<file path="config.mk">
export PLATFORM = sky130hd
export DESIGN_NAME = ddr2_init_seq_flat
export DESIGN_NICKNAME = d
export VERILOG_FILES = /design/src/rtl/ddr2_init_pkg.sv /design/src/rtl/ddr2_init_dfi_if.sv /design/src/rtl/ddr2_init_timer.sv /design/src/rtl/ddr2_init_seq.sv /design/src/flat_wrapper.sv
export SDC_FILE = /design/constraint.sdc
export NUM_CORES = 1
export LEC_CHECK = 0
export BUFFER_PORTS_ARGS = -buffer_cell sky130_fd_sc_hd__buf_2
export CORE_ASPECT_RATIO = 1.1
export CORE_UTILIZATION = 25
export CTS_CLUSTER_DIAMETER = 80
export DETAILED_ROUTE_END_ITERATION = 12
export PLACE_DENSITY = 0.5
export RECOVER_POWER = 50
export SYNTH_ARGS = -nofsm -noshare
export SYNTH_HDL_FRONTEND = slang
export SYNTH_HIERARCHICAL = 1
export SYNTH_SLANG_ARGS = --single-unit
</file>
<file path="constraint.sdc">
create_clock -name clk -period 2.8 [get_ports clk]
set_input_delay 0.28 -clock clk [delete_from_list [all_inputs] [get_ports clk]]
set_output_delay 0.28 -clock clk [all_outputs]
set_load 0.01 [all_outputs]
</file>
<file path="src/rtl/ddr2_init_pkg.sv">
// Shared types and constants for the DDR2 power-up initialisation sequencer.
// OCD calibration states exist only when DDR2_INIT_OCD_EN is defined.
package ddr2_init_pkg;
   localparam int DRAM_ADDR_WIDTH = 14;
   localparam int DFI_BA_WIDTH    = 3;
   localparam int DFI_CS_WIDTH    = 1;
   localparam int TMR_W           = 16;

   typedef enum logic [3:0] {
      S_CKE_LOW,
      S_CKE_HIGH,
      S_PREA1,
      S_EMRS2,
      S_EMRS3,
      S_EMRS1_DLL,
      S_MRS_DLLRST,
      S_PREA2,
      S_REF1,
      S_REF2,
      S_MRS_RUN,
`ifdef DDR2_INIT_OCD_EN
      S_OCD_DFLT,
      S_OCD_EXIT,
`endif
      S_DLL_WAIT,
      S_DONE
   } state_e;

   // {cs_n, ras_n, cas_n, we_n}
   localparam logic [3:0] CMD_DESEL = 4'b1111;
   localparam logic [3:0] CMD_NOP   = 4'b0111;
   localparam logic [3:0] CMD_PREA  = 4'b0010;
   localparam logic [3:0] CMD_REF   = 4'b0001;
   localparam logic [3:0] CMD_MRS   = 4'b0000;

   localparam int MR_DLL_RST_BIT = 8;
   localparam int MR_OCD_LSB     = 7;
   localparam int MR_DLL_DIS_BIT = 0;
   localparam int PREA_ALL_BIT   = 10;
endpackage

</file>
<file path="src/rtl/ddr2_init_dfi_if.sv">
// Control-path bundle from the init sequencer toward the PHY.
interface DFI_CTRL_IF;
   import ddr2_init_pkg::*;
   logic                       cke;
   logic [DFI_CS_WIDTH-1:0]    cs_n;
   logic                       ras_n;
   logic                       cas_n;
   logic                       we_n;
   logic [DFI_BA_WIDTH-1:0]    ba;
   logic [DRAM_ADDR_WIDTH-1:0] addr;
   logic                       odt;

   modport SRC (output cke, cs_n, ras_n, cas_n, we_n, ba, addr, odt);
   modport SNK (input  cke, cs_n, ras_n, cas_n, we_n, ba, addr, odt);
endinterface

</file>
<file path="src/rtl/ddr2_init_timer.sv">
// 16-bit loadable down-counter; expire marks the last cycle of a wait.
module ddr2_init_timer #(
   parameter logic [15:0] RST_VAL = 16'd1
) (
   input  logic        clk,
   input  logic        rst,
   input  logic        load_i,
   input  logic [15:0] load_val_i,
   output logic        expire_o
);
   logic [15:0] cnt_q;

   // Parks at zero instead of wrapping once nothing reloads it.
   always_ff @(posedge clk) begin
      if (rst)               cnt_q <= RST_VAL;
      else if (load_i)       cnt_q <= load_val_i;
      else if (cnt_q != '0)  cnt_q <= cnt_q - 16'd1;
   end

   assign expire_o = (cnt_q == 16'd1);
endmodule

</file>
<file path="src/rtl/ddr2_init_seq.sv">
// DDR2 JEDEC power-up sequencer: CKE low, PREA, EMRS/MRS, refreshes, DLL lock.
// Define DDR2_INIT_OCD_EN to add the OCD default/exit EMRS pair.
module ddr2_init_seq
   import ddr2_init_pkg::*;
#(
   parameter int T_INIT_CKE_LOW = 40000,
   parameter int T_CKE_HIGH     = 80,
   parameter int T_RP           = 3,
   parameter int T_MRD          = 2,
   parameter int T_RFC          = 26,
   parameter int T_DLLK         = 200,
   parameter logic [DRAM_ADDR_WIDTH-1:0] MR_VAL   = 'h0432,
   parameter logic [DRAM_ADDR_WIDTH-1:0] EMR1_VAL = 'h0004,
   parameter logic [DRAM_ADDR_WIDTH-1:0] EMR2_VAL = '0,
   parameter logic [DRAM_ADDR_WIDTH-1:0] EMR3_VAL = '0
) (
   input  logic       clk,
   input  logic       rst,
   DFI_CTRL_IF.SRC    dfi_ctrl_if,
   output logic       init_busy,
   output logic       init_done
);
   localparam int AW = DRAM_ADDR_WIDTH;
   localparam logic [AW-1:0] OCD_MASK      = AW'(3'b111) << MR_OCD_LSB;
   localparam logic [AW-1:0] EMR1_DLL_ON   = EMR1_VAL & ~(AW'(1) << MR_DLL_DIS_BIT);
   localparam logic [AW-1:0] MR_DLL_RST    = MR_VAL | (AW'(1) << MR_DLL_RST_BIT);
   localparam logic [AW-1:0] MR_RUN        = MR_VAL & ~(AW'(1) << MR_DLL_RST_BIT);
   localparam logic [AW-1:0] EMR1_OCD_DFLT = EMR1_VAL | OCD_MASK;
   localparam logic [AW-1:0] EMR1_OCD_EXIT = EMR1_VAL & ~OCD_MASK;
   // The final MRS just hands over to DLL_WAIT, which absorbs the remaining tDLLK;
   // with tDLLK of one there is nothing left to wait so DONE follows directly.
   localparam state_e AFTER_LAST = (T_DLLK == 1) ? S_DONE : S_DLL_WAIT;

   state_e                  state_q, state_d;
   logic                    enter_q;
   logic                    load, expire;
   logic [TMR_W-1:0]        ld_val;
   logic                    cke_q, busy_q, done_q;
   logic [3:0]              cmd_q;
   logic [DFI_BA_WIDTH-1:0] ba_q;
   logic [AW-1:0]           addr_q;

   ddr2_init_timer #(.RST_VAL(16'(T_INIT_CKE_LOW))) u_timer (
      .clk        (clk),
      .rst        (rst),
      .load_i     (load),
      .load_val_i (ld_val),
      .expire_o   (expire)
   );

   always_comb begin
      state_d = state_q;
      if (expire) begin
         unique case (state_q)
            S_CKE_LOW:    state_d = S_CKE_HIGH;
            S_CKE_HIGH:   state_d = S_PREA1;
            S_PREA1:      state_d = S_EMRS2;
            S_EMRS2:      state_d = S_EMRS3;
            S_EMRS3:      state_d = S_EMRS1_DLL;
            S_EMRS1_DLL:  state_d = S_MRS_DLLRST;
            S_MRS_DLLRST: state_d = S_PREA2;
            S_PREA2:      state_d = S_REF1;
            S_REF1:       state_d = S_REF2;
            S_REF2:       state_d = S_MRS_RUN;
`ifdef DDR2_INIT_OCD_EN
            S_MRS_RUN:    state_d = S_OCD_DFLT;
            S_OCD_DFLT:   state_d = S_OCD_EXIT;
            S_OCD_EXIT:   state_d = AFTER_LAST;
`else
            S_MRS_RUN:    state_d = AFTER_LAST;
`endif
            S_DLL_WAIT:   state_d = S_DONE;
            default:      state_d = S_DONE;
         endcase
      end
   end

   // Each state loads the spacing that follows its own command.
   always_comb begin
      load   = (state_d != state_q);
      ld_val = 16'(T_MRD);
      unique case (state_d)
         S_CKE_HIGH:         ld_val = 16'(T_CKE_HIGH);
         S_PREA1, S_PREA2:   ld_val = 16'(T_RP);
         S_REF1, S_REF2:     ld_val = 16'(T_RFC);
`ifdef DDR2_INIT_OCD_EN
         S_OCD_EXIT:         ld_val = 16'd1;
`else
         S_MRS_RUN:          ld_val = 16'd1;
`endif
         S_DLL_WAIT:         ld_val = 16'(T_DLLK - 1);
         default:            ld_val = 16'(T_MRD);
      endcase
   end

   always_ff @(posedge clk) begin
      if (rst) begin
         state_q <= S_CKE_LOW;
         enter_q <= 1'b0;
         cke_q   <= 1'b0;
         cmd_q   <= CMD_DESEL;
         ba_q    <= '0;
         addr_q  <= '0;
         busy_q  <= 1'b1;
         done_q  <= 1'b0;
      end else begin
         state_q <= state_d;
         enter_q <= load;
         cke_q   <= (state_q != S_CKE_LOW);
         cmd_q   <= (state_q == S_CKE_LOW) ? CMD_DESEL : CMD_NOP;
         ba_q    <= '0;
         addr_q  <= '0;
         busy_q  <= (state_q != S_DONE);
         done_q  <= (state_q == S_DONE);
         // Commands fire only on the first cycle after entry; the rest are NOP.
         if (enter_q) begin
            case (state_q)
               S_PREA1, S_PREA2: begin
                  cmd_q <= CMD_PREA;
                  addr_q[PREA_ALL_BIT] <= 1'b1;
               end
               S_REF1, S_REF2: cmd_q <= CMD_REF;
               S_EMRS2:      begin cmd_q <= CMD_MRS; ba_q <= 3'd2; addr_q <= EMR2_VAL;      end
               S_EMRS3:      begin cmd_q <= CMD_MRS; ba_q <= 3'd3; addr_q <= EMR3_VAL;      end
               S_EMRS1_DLL:  begin cmd_q <= CMD_MRS; ba_q <= 3'd1; addr_q <= EMR1_DLL_ON;   end
               S_MRS_DLLRST: begin cmd_q <= CMD_MRS; ba_q <= 3'd0; addr_q <= MR_DLL_RST;    end
               S_MRS_RUN:    begin cmd_q <= CMD_MRS; ba_q <= 3'd0; addr_q <= MR_RUN;        end
`ifdef DDR2_INIT_OCD_EN
               S_OCD_DFLT:   begin cmd_q <= CMD_MRS; ba_q <= 3'd1; addr_q <= EMR1_OCD_DFLT; end
               S_OCD_EXIT:   begin cmd_q <= CMD_MRS; ba_q <= 3'd1; addr_q <= EMR1_OCD_EXIT; end
`endif
               default: ;
            endcase
         end
      end
   end

   assign dfi_ctrl_if.cke   = cke_q;
   assign dfi_ctrl_if.cs_n  = {DFI_CS_WIDTH{cmd_q[3]}};
   assign dfi_ctrl_if.ras_n = cmd_q[2];
   assign dfi_ctrl_if.cas_n = cmd_q[1];
   assign dfi_ctrl_if.we_n  = cmd_q[0];
   assign dfi_ctrl_if.ba    = ba_q;
   assign dfi_ctrl_if.addr  = addr_q;
   assign dfi_ctrl_if.odt   = 1'b0;
   assign init_busy         = busy_q;
   assign init_done         = done_q;
endmodule

</file>
<file path="src/flat_wrapper.sv">
// flat-port wrapper written by rule: the top's interface ports become plain ports
module ddr2_init_seq_flat import ddr2_init_pkg::*;
#(
   parameter int T_INIT_CKE_LOW = 40000,
   parameter int T_CKE_HIGH     = 80,
   parameter int T_RP           = 3,
   parameter int T_MRD          = 2,
   parameter int T_RFC          = 26,
   parameter int T_DLLK         = 200,
   parameter logic [DRAM_ADDR_WIDTH-1:0] MR_VAL   = 'h0432,
   parameter logic [DRAM_ADDR_WIDTH-1:0] EMR1_VAL = 'h0004,
   parameter logic [DRAM_ADDR_WIDTH-1:0] EMR2_VAL = '0,
   parameter logic [DRAM_ADDR_WIDTH-1:0] EMR3_VAL = '0
)
  (clk, rst, init_busy, init_done, dfi_ctrl_if_cke, dfi_ctrl_if_cs_n, dfi_ctrl_if_ras_n, dfi_ctrl_if_cas_n, dfi_ctrl_if_we_n, dfi_ctrl_if_ba, dfi_ctrl_if_addr, dfi_ctrl_if_odt);
  DFI_CTRL_IF dfi_ctrl_if_i ();
  input  logic clk;
  input  logic rst;
  output logic init_busy;
  output logic init_done;
  output wire logic [$bits(dfi_ctrl_if_i.cke)-1:0] dfi_ctrl_if_cke;
  output wire logic [$bits(dfi_ctrl_if_i.cs_n)-1:0] dfi_ctrl_if_cs_n;
  output wire logic [$bits(dfi_ctrl_if_i.ras_n)-1:0] dfi_ctrl_if_ras_n;
  output wire logic [$bits(dfi_ctrl_if_i.cas_n)-1:0] dfi_ctrl_if_cas_n;
  output wire logic [$bits(dfi_ctrl_if_i.we_n)-1:0] dfi_ctrl_if_we_n;
  output wire logic [$bits(dfi_ctrl_if_i.ba)-1:0] dfi_ctrl_if_ba;
  output wire logic [$bits(dfi_ctrl_if_i.addr)-1:0] dfi_ctrl_if_addr;
  output wire logic [$bits(dfi_ctrl_if_i.odt)-1:0] dfi_ctrl_if_odt;
  assign dfi_ctrl_if_cke = dfi_ctrl_if_i.cke;
  assign dfi_ctrl_if_cs_n = dfi_ctrl_if_i.cs_n;
  assign dfi_ctrl_if_ras_n = dfi_ctrl_if_i.ras_n;
  assign dfi_ctrl_if_cas_n = dfi_ctrl_if_i.cas_n;
  assign dfi_ctrl_if_we_n = dfi_ctrl_if_i.we_n;
  assign dfi_ctrl_if_ba = dfi_ctrl_if_i.ba;
  assign dfi_ctrl_if_addr = dfi_ctrl_if_i.addr;
  assign dfi_ctrl_if_odt = dfi_ctrl_if_i.odt;
  ddr2_init_seq #(.T_INIT_CKE_LOW(T_INIT_CKE_LOW), .T_CKE_HIGH(T_CKE_HIGH), .T_RP(T_RP), .T_MRD(T_MRD), .T_RFC(T_RFC), .T_DLLK(T_DLLK), .MR_VAL(MR_VAL), .EMR1_VAL(EMR1_VAL), .EMR2_VAL(EMR2_VAL), .EMR3_VAL(EMR3_VAL)) u_core (.clk(clk), .rst(rst), .dfi_ctrl_if(dfi_ctrl_if_i), .init_busy(init_busy), .init_done(init_done));
endmodule
</file>
### After elaboration in Yosys (flattened, before gate mapping)

Memories as Yosys holds them, arrays and structs flattened. A register that Yosys moved wholly into a read port is not among the register bits.
Cells that the tools add are included.

* bits in registers: 45
* ROM bits: 64
* bits of input ports: 2
* output and inout port bits: 25
* memories: 1

* add/subtract/negate cells: 1
* equality and inequality tests: 20
* mux-type cells: 11
* bitwise gates (word level): 1
* reductions and logical operators: 11

Memories
* (no name shown): words 16, width 4, read ports 1, clocked after Yosys merged registers in 1, wr ports 0, RTL line ddr2_init_seq.sv:54 `unique case (state_q)`

Operator list (number)
* 8-bit one-hot mux with 5 select lines: 1
* 4-bit equality test (second input constant): 8
* 16-bit two-way mux: 2
* 9-bit one-hot mux with 3 select lines: 1
* 4-bit by 3-bit equality test with 1-bit output (second input constant): 5
* 16-bit by 1-bit equality test with 1-bit output (second input constant): 1
* 4-bit two-way mux: 4
* 16-bit nonzero test: 1
* 16-bit by 1-bit subtractor with 16-bit output (second input constant): 1
* 4-bit by 2-bit equality test with 1-bit output (second input constant): 3
* 4-bit one-hot mux with 3 select lines: 1
* 2-bit OR reduction: 5
* 2-bit one-hot mux with 3 select lines: 1
* 5-bit OR reduction: 1
* 4-bit by 1-bit equality test with 1-bit output (second input constant): 1
* 4-bit zero test: 1
* 4-bit != test: 1
* 4-bit != test (second input constant): 1
* 4-bit nonzero test: 1
* 4-bit OR reduction: 1
* 2-bit nonzero test: 1
* 1-bit two-way mux: 1
* 1-bit NOT: 1

### Depth between registers and ports, before layout

* depth in word-level cells: 6
* mapped depth: 10
* gate-level depth less buffers: 8

### By module

The synthesis kept the hierarchy.

Modules (own cells, without submodules)
* ddr2_init_seq: instances 1, cells an instance 108, area each 1041.0 um^2
* ddr2_init_timer: instances 1, cells an instance 125, area each 1029.7 um^2

### Worst setup path after synthesis

OpenSTA, ideal clock, no wires.

* path type: register to register
* from: register u_core.u_timer.cnt_q[7]
* to: register u_core.u_timer.cnt_q[1]
* setup time: 0.083 ns
* arrival time: 2.446 ns
* setup slack: 0.272 ns
* cell stages (with the launch flop): 10
* path buffers: 3
* clock period less this slack: 2.528 ns
* cell sequence: dfxtp_1 -> or3_1 -> nor4b_2 -> and3_1 -> buf_6 -> o41a_1 -> clkbuf_1 -> buf_1 -> nand2_1 -> o221ai_1

* elaborated cells on any way between the ends: 16
* classes of those cells: eq/ne: 9; mux: 3; reduce/logical: 4

RTL lines
* from (decl): RTL line ddr2_init_timer.sv:11 `logic [15:0] cnt_q;`
* from (signal assigned): RTL line ddr2_init_timer.sv:16 `else if (load_i) cnt_q <= load_val_i;`
* from (signal assigned): RTL line ddr2_init_timer.sv:17 `else if (cnt_q != '0) cnt_q <= cnt_q - 16'd1;`
* 16-bit by 1-bit equality test with 1-bit output *: RTL line ddr2_init_timer.sv:20 `assign expire_o = (cnt_q == 16'd1);`
* via u_core.expire: RTL line ddr2_init_seq.sv:36 `logic load, expire;`
* 4-bit two-way mux *: RTL line ddr2_init_seq.sv:53 `if (expire) begin`
* 4-bit != test *: RTL line ddr2_init_seq.sv:80 `load = (state_d != state_q);`
* via u_core.load: RTL line ddr2_init_seq.sv:36
* 16-bit two-way mux or 2-bit nonzero test (tied branches)

The timed path passes the listed nets; every way through them passes the cells marked *.
A chain may end at the register's enable or synchronous reset.

==> results.toml <==
[outcome]
status = "finished clean"

[yosys]
synth_cell_types = 57
synthArstFlopShare_pct = 0
synthTopCellsByArea = "dfxtp_1 (37%), buf_4 (4.4%), nand2_1 (3.4%), xor2_1 (3.4%), a21oi_1 (2.9%)"
avgSynthCellArea_um2 = 8.89
synth_most_common_cell = "dfxtp_1"
synth_ff_type = "dfxtp_1"
postSynthCellCount = 233
yosys.area.top_type_share_pct = 36.7
synthTopCellsByCount = "dfxtp_1 (38), nand2_1 (19), nor2_1 (14)"
synth_edf_count = 0
ys_seq_elements = 38
synth_warnings = 6
ys_seq_area_share_pct = 36.7
syn_area_um2 = 2070
yosys.area.top_type = "dfxtp_1"

[clocking]
cts_buffers = 5
cts_sinks = 38
hold_buffers = 0
clk_latency_ns = 0.29
path_clk_slew_ns = 0.08
cts_root_buffer = "clkbuf_8"
cts_buffer_depth = 2
cts_max_level = 2
post_cts_buffers = 0
cts_tree = "built"
ctsResizeCount = 0

[detailed_routing]
wirelength_mm = 4.28
wl_per_cell_um = 11.5
drt-initial-drc-count = 64
vias_per_cell = 4.47
drtPass1Iterations = 4
drc = 0
dr_total_vias = 1660
drtAntennaViolNets = 0

[placement]
port_buffers = 16
routabilityCongestion = 0.806
hpwl_mm = 3.04
preCtsSetupSlack_ns = 0.204

[power]
clockPowerShare_pct = 37.9
powerDensity_nw_per_um2 = 514
p_int_w = 0.000928
p_switching_w = 0.000310
p_seq_share_pct = 48.9
p_leak_nw = 0.867
peakVddDrop_mv = 0.225
power_switching_share_pct = 25.0
combPwrFrac_pct = 13.2

[timing]
tightestPinTransition_ns = 0.633
hold_viol_final = 0
clock.fmax_mhz = 384
rsz0062_at_grt = "false"
fin_tns_setup_ns = 0
worst_slack_ns = 0.197
slew_violations = 0
relSlewSlack_pct = 57.8
skew_ns = 0.00769
fin_crit_ns = 2.60
finalSetupViolCount = 0
fin_crit_sh_pct = 92.9

[setup_path]
critPathSlowestCell = "or3_1"
cpLargestDelayFamily = "simple AND/OR/NAND/NOR gates"
worst_setup_path_end_kind = "flip-flop"
crit_required_ns = 2.98
rrSetupSlack_ns = 0.20
crit_buf_inv = 2
cp-start-kind = "flip-flop"
crit_arrival_ns = 2.78
r2r_cells = 9
crit_type = "flip-flop to flip-flop"
regToRegStartpoint = "u_core/u_timer/cnt_q[7]"
worstPathMaxFanout = 8
slowest_delay_ns = 0.45
crit_start = "u_core/u_timer/cnt_q[7]"
cp_cell_sequence = "or3_1, nor4b_4, and3_1, buf_12, mux2i_1, buf_4, nor2_1, ha_1, mux2_4"
cp.depth = 9

[layout]
nNetsFinal = 269
antenna_cells = 0
regArea_um2 = 761
areaGrowthSynthToFinish_pct = 16.3
drive_above_1_share_pct = 11.4
multi_input_area_um2 = 1230
fillers = 882

[die]
dieArea_um2 = 8650
io_pins = 27
fp.dieH_um = 97.5
die_x_um = 88.8
core-area_um2 = 7960
rows = 34
initial_core_util_pct = 26.0

[global_routing]
grt_max_degree = 35
grt_pass1_vias = 1508
use_met3_pct = 2.55
overflow = 0
grt_util_all_layers_pct = 10.4
antenna_found_initial = 0
grt_use_met2_pct = 17.0
met1_usage_pct = 13.3
grt.busiest_layer = "met2"
grt_pass1_wl_mm = 7.09

[hold_path]
hp-class = "primary input to flip-flop"
holdPathStages = 2

[run]
maxCapViolations = 0
worst reg2reg max path: stages (launching register included):
cell and delay, ns:
dfxtp_1 0.35, or3_1 0.45, nor4b_4 0.33, and3_1 0.26, buf_12 0.14, mux2i_1 0.24, buf_4 0.17, nor2_1 0.06
ha_1 0.24, mux2_4 0.26
worst min path at each step:
| stage | startpoint | to |
|---|---|---|
| 2_1_floorplan | rst | u_core/state_q[2] |
| 3_3_place_gp | u_core/u_timer/cnt_q[10] | u_core/u_timer/cnt_q[10] |
| 6_report | rst | u_core/state_q[3] |
| 3_5_place_dp | u_core/u_timer/cnt_q[9] | u_core/u_timer/cnt_q[9] |
| 4_1_cts | rst | u_core/state_q[3] |
| 5_1_grt | rst | flip-flop |
layer usage:
| metal | wire (um) | part of all wire (%) |
|---|---|---|
| met5 | 0 | 0 |
| met3 | 161 | 3.8 |
| met1 | 2100 | 49 |
| met2 | 1970 | 46 |
| met4 | 42 | 0.98 |
power by group through the flow:
stage                     Sequential [W]  Combinational, W  Clock (W)
after floorplan                 0.000608          0.000135          0
after global placement          0.000617          0.000158          0
after detailed placement        0.000616          0.000157          0
after CTS                       0.000604          0.000159   0.000488
after global routing            0.000610          0.000184   0.000519
final                           0.000605          0.000164   0.000470
cell type report:
class                      instances  area share, %
timing repair buffer              24           6.08
sequential                        38           31.6
tap                              108           5.61
clock inverter                     1           1.25
multi-input combinational        187           50.9
clock buffer                       6           3.43
inverter                           7           1.09
layout by cell type (no fill, tap or decap), types with 3 or more instances in the layout:
cell / Yosys / routed
nand2_1: 19 / 19
o21ai_1: 3 / 3
o211ai_1: 3 / 3
inv_1: 7 / 7
nand3_1: 5 / 5
o21ai_0: 10 / 10
nand3b_1: 5 / 5
nor2_1: 14 / 14
clkbuf_1: 3 / 15
clkbuf_8: 0 / 6
nor2b_1: 4 / 4
nor4_1: 6 / 6
nor3b_1: 4 / 4
a21oi_1: 12 / 12
or4_1: 4 / 4
xor2_1: 8 / 8
ha_1: 4 / 4
buf_4: 12 / 6
mux2_2: 3 / 3
or3_1: 4 / 4
dfxtp_1: 38 / 38
a211oi_1: 3 / 3
conb_1: 1 / 23
xnor2_1: 4 / 4
nor3_1: 7 / 7
cell families after synthesis:
group,after synthesis,share of synthesized area (%)
DFF,38,36.7
muxes,8,4.65
xor gates and xnor gates,12,5.08
buffers and inverters,30,8.88
AOI/OAI and AO/OA,49,15.7
other,1,0.181
adders and majority gates,4,2.42
and+or+nand+nor,91,26.4
per-stage QoR:
stage	cells	utilization, %	cell area [um^2]	hold slack, ns	total power, W
4_1_cts	371	30.3	2410	0.500	0.00125
3_3_place_gp	364	28.9	2300	0.550	0.000775
3_5_place_dp	364	28.9	2300	0.535	0.000773
5_1_grt	371	30.3	2410	0.527	0.00131
2_1_floorplan	255	-	2150	0.365	0.000743
6_report	371	30.3	2410	0.506	0.00124
Note: power is estimated with default switching activity, not from simulation.
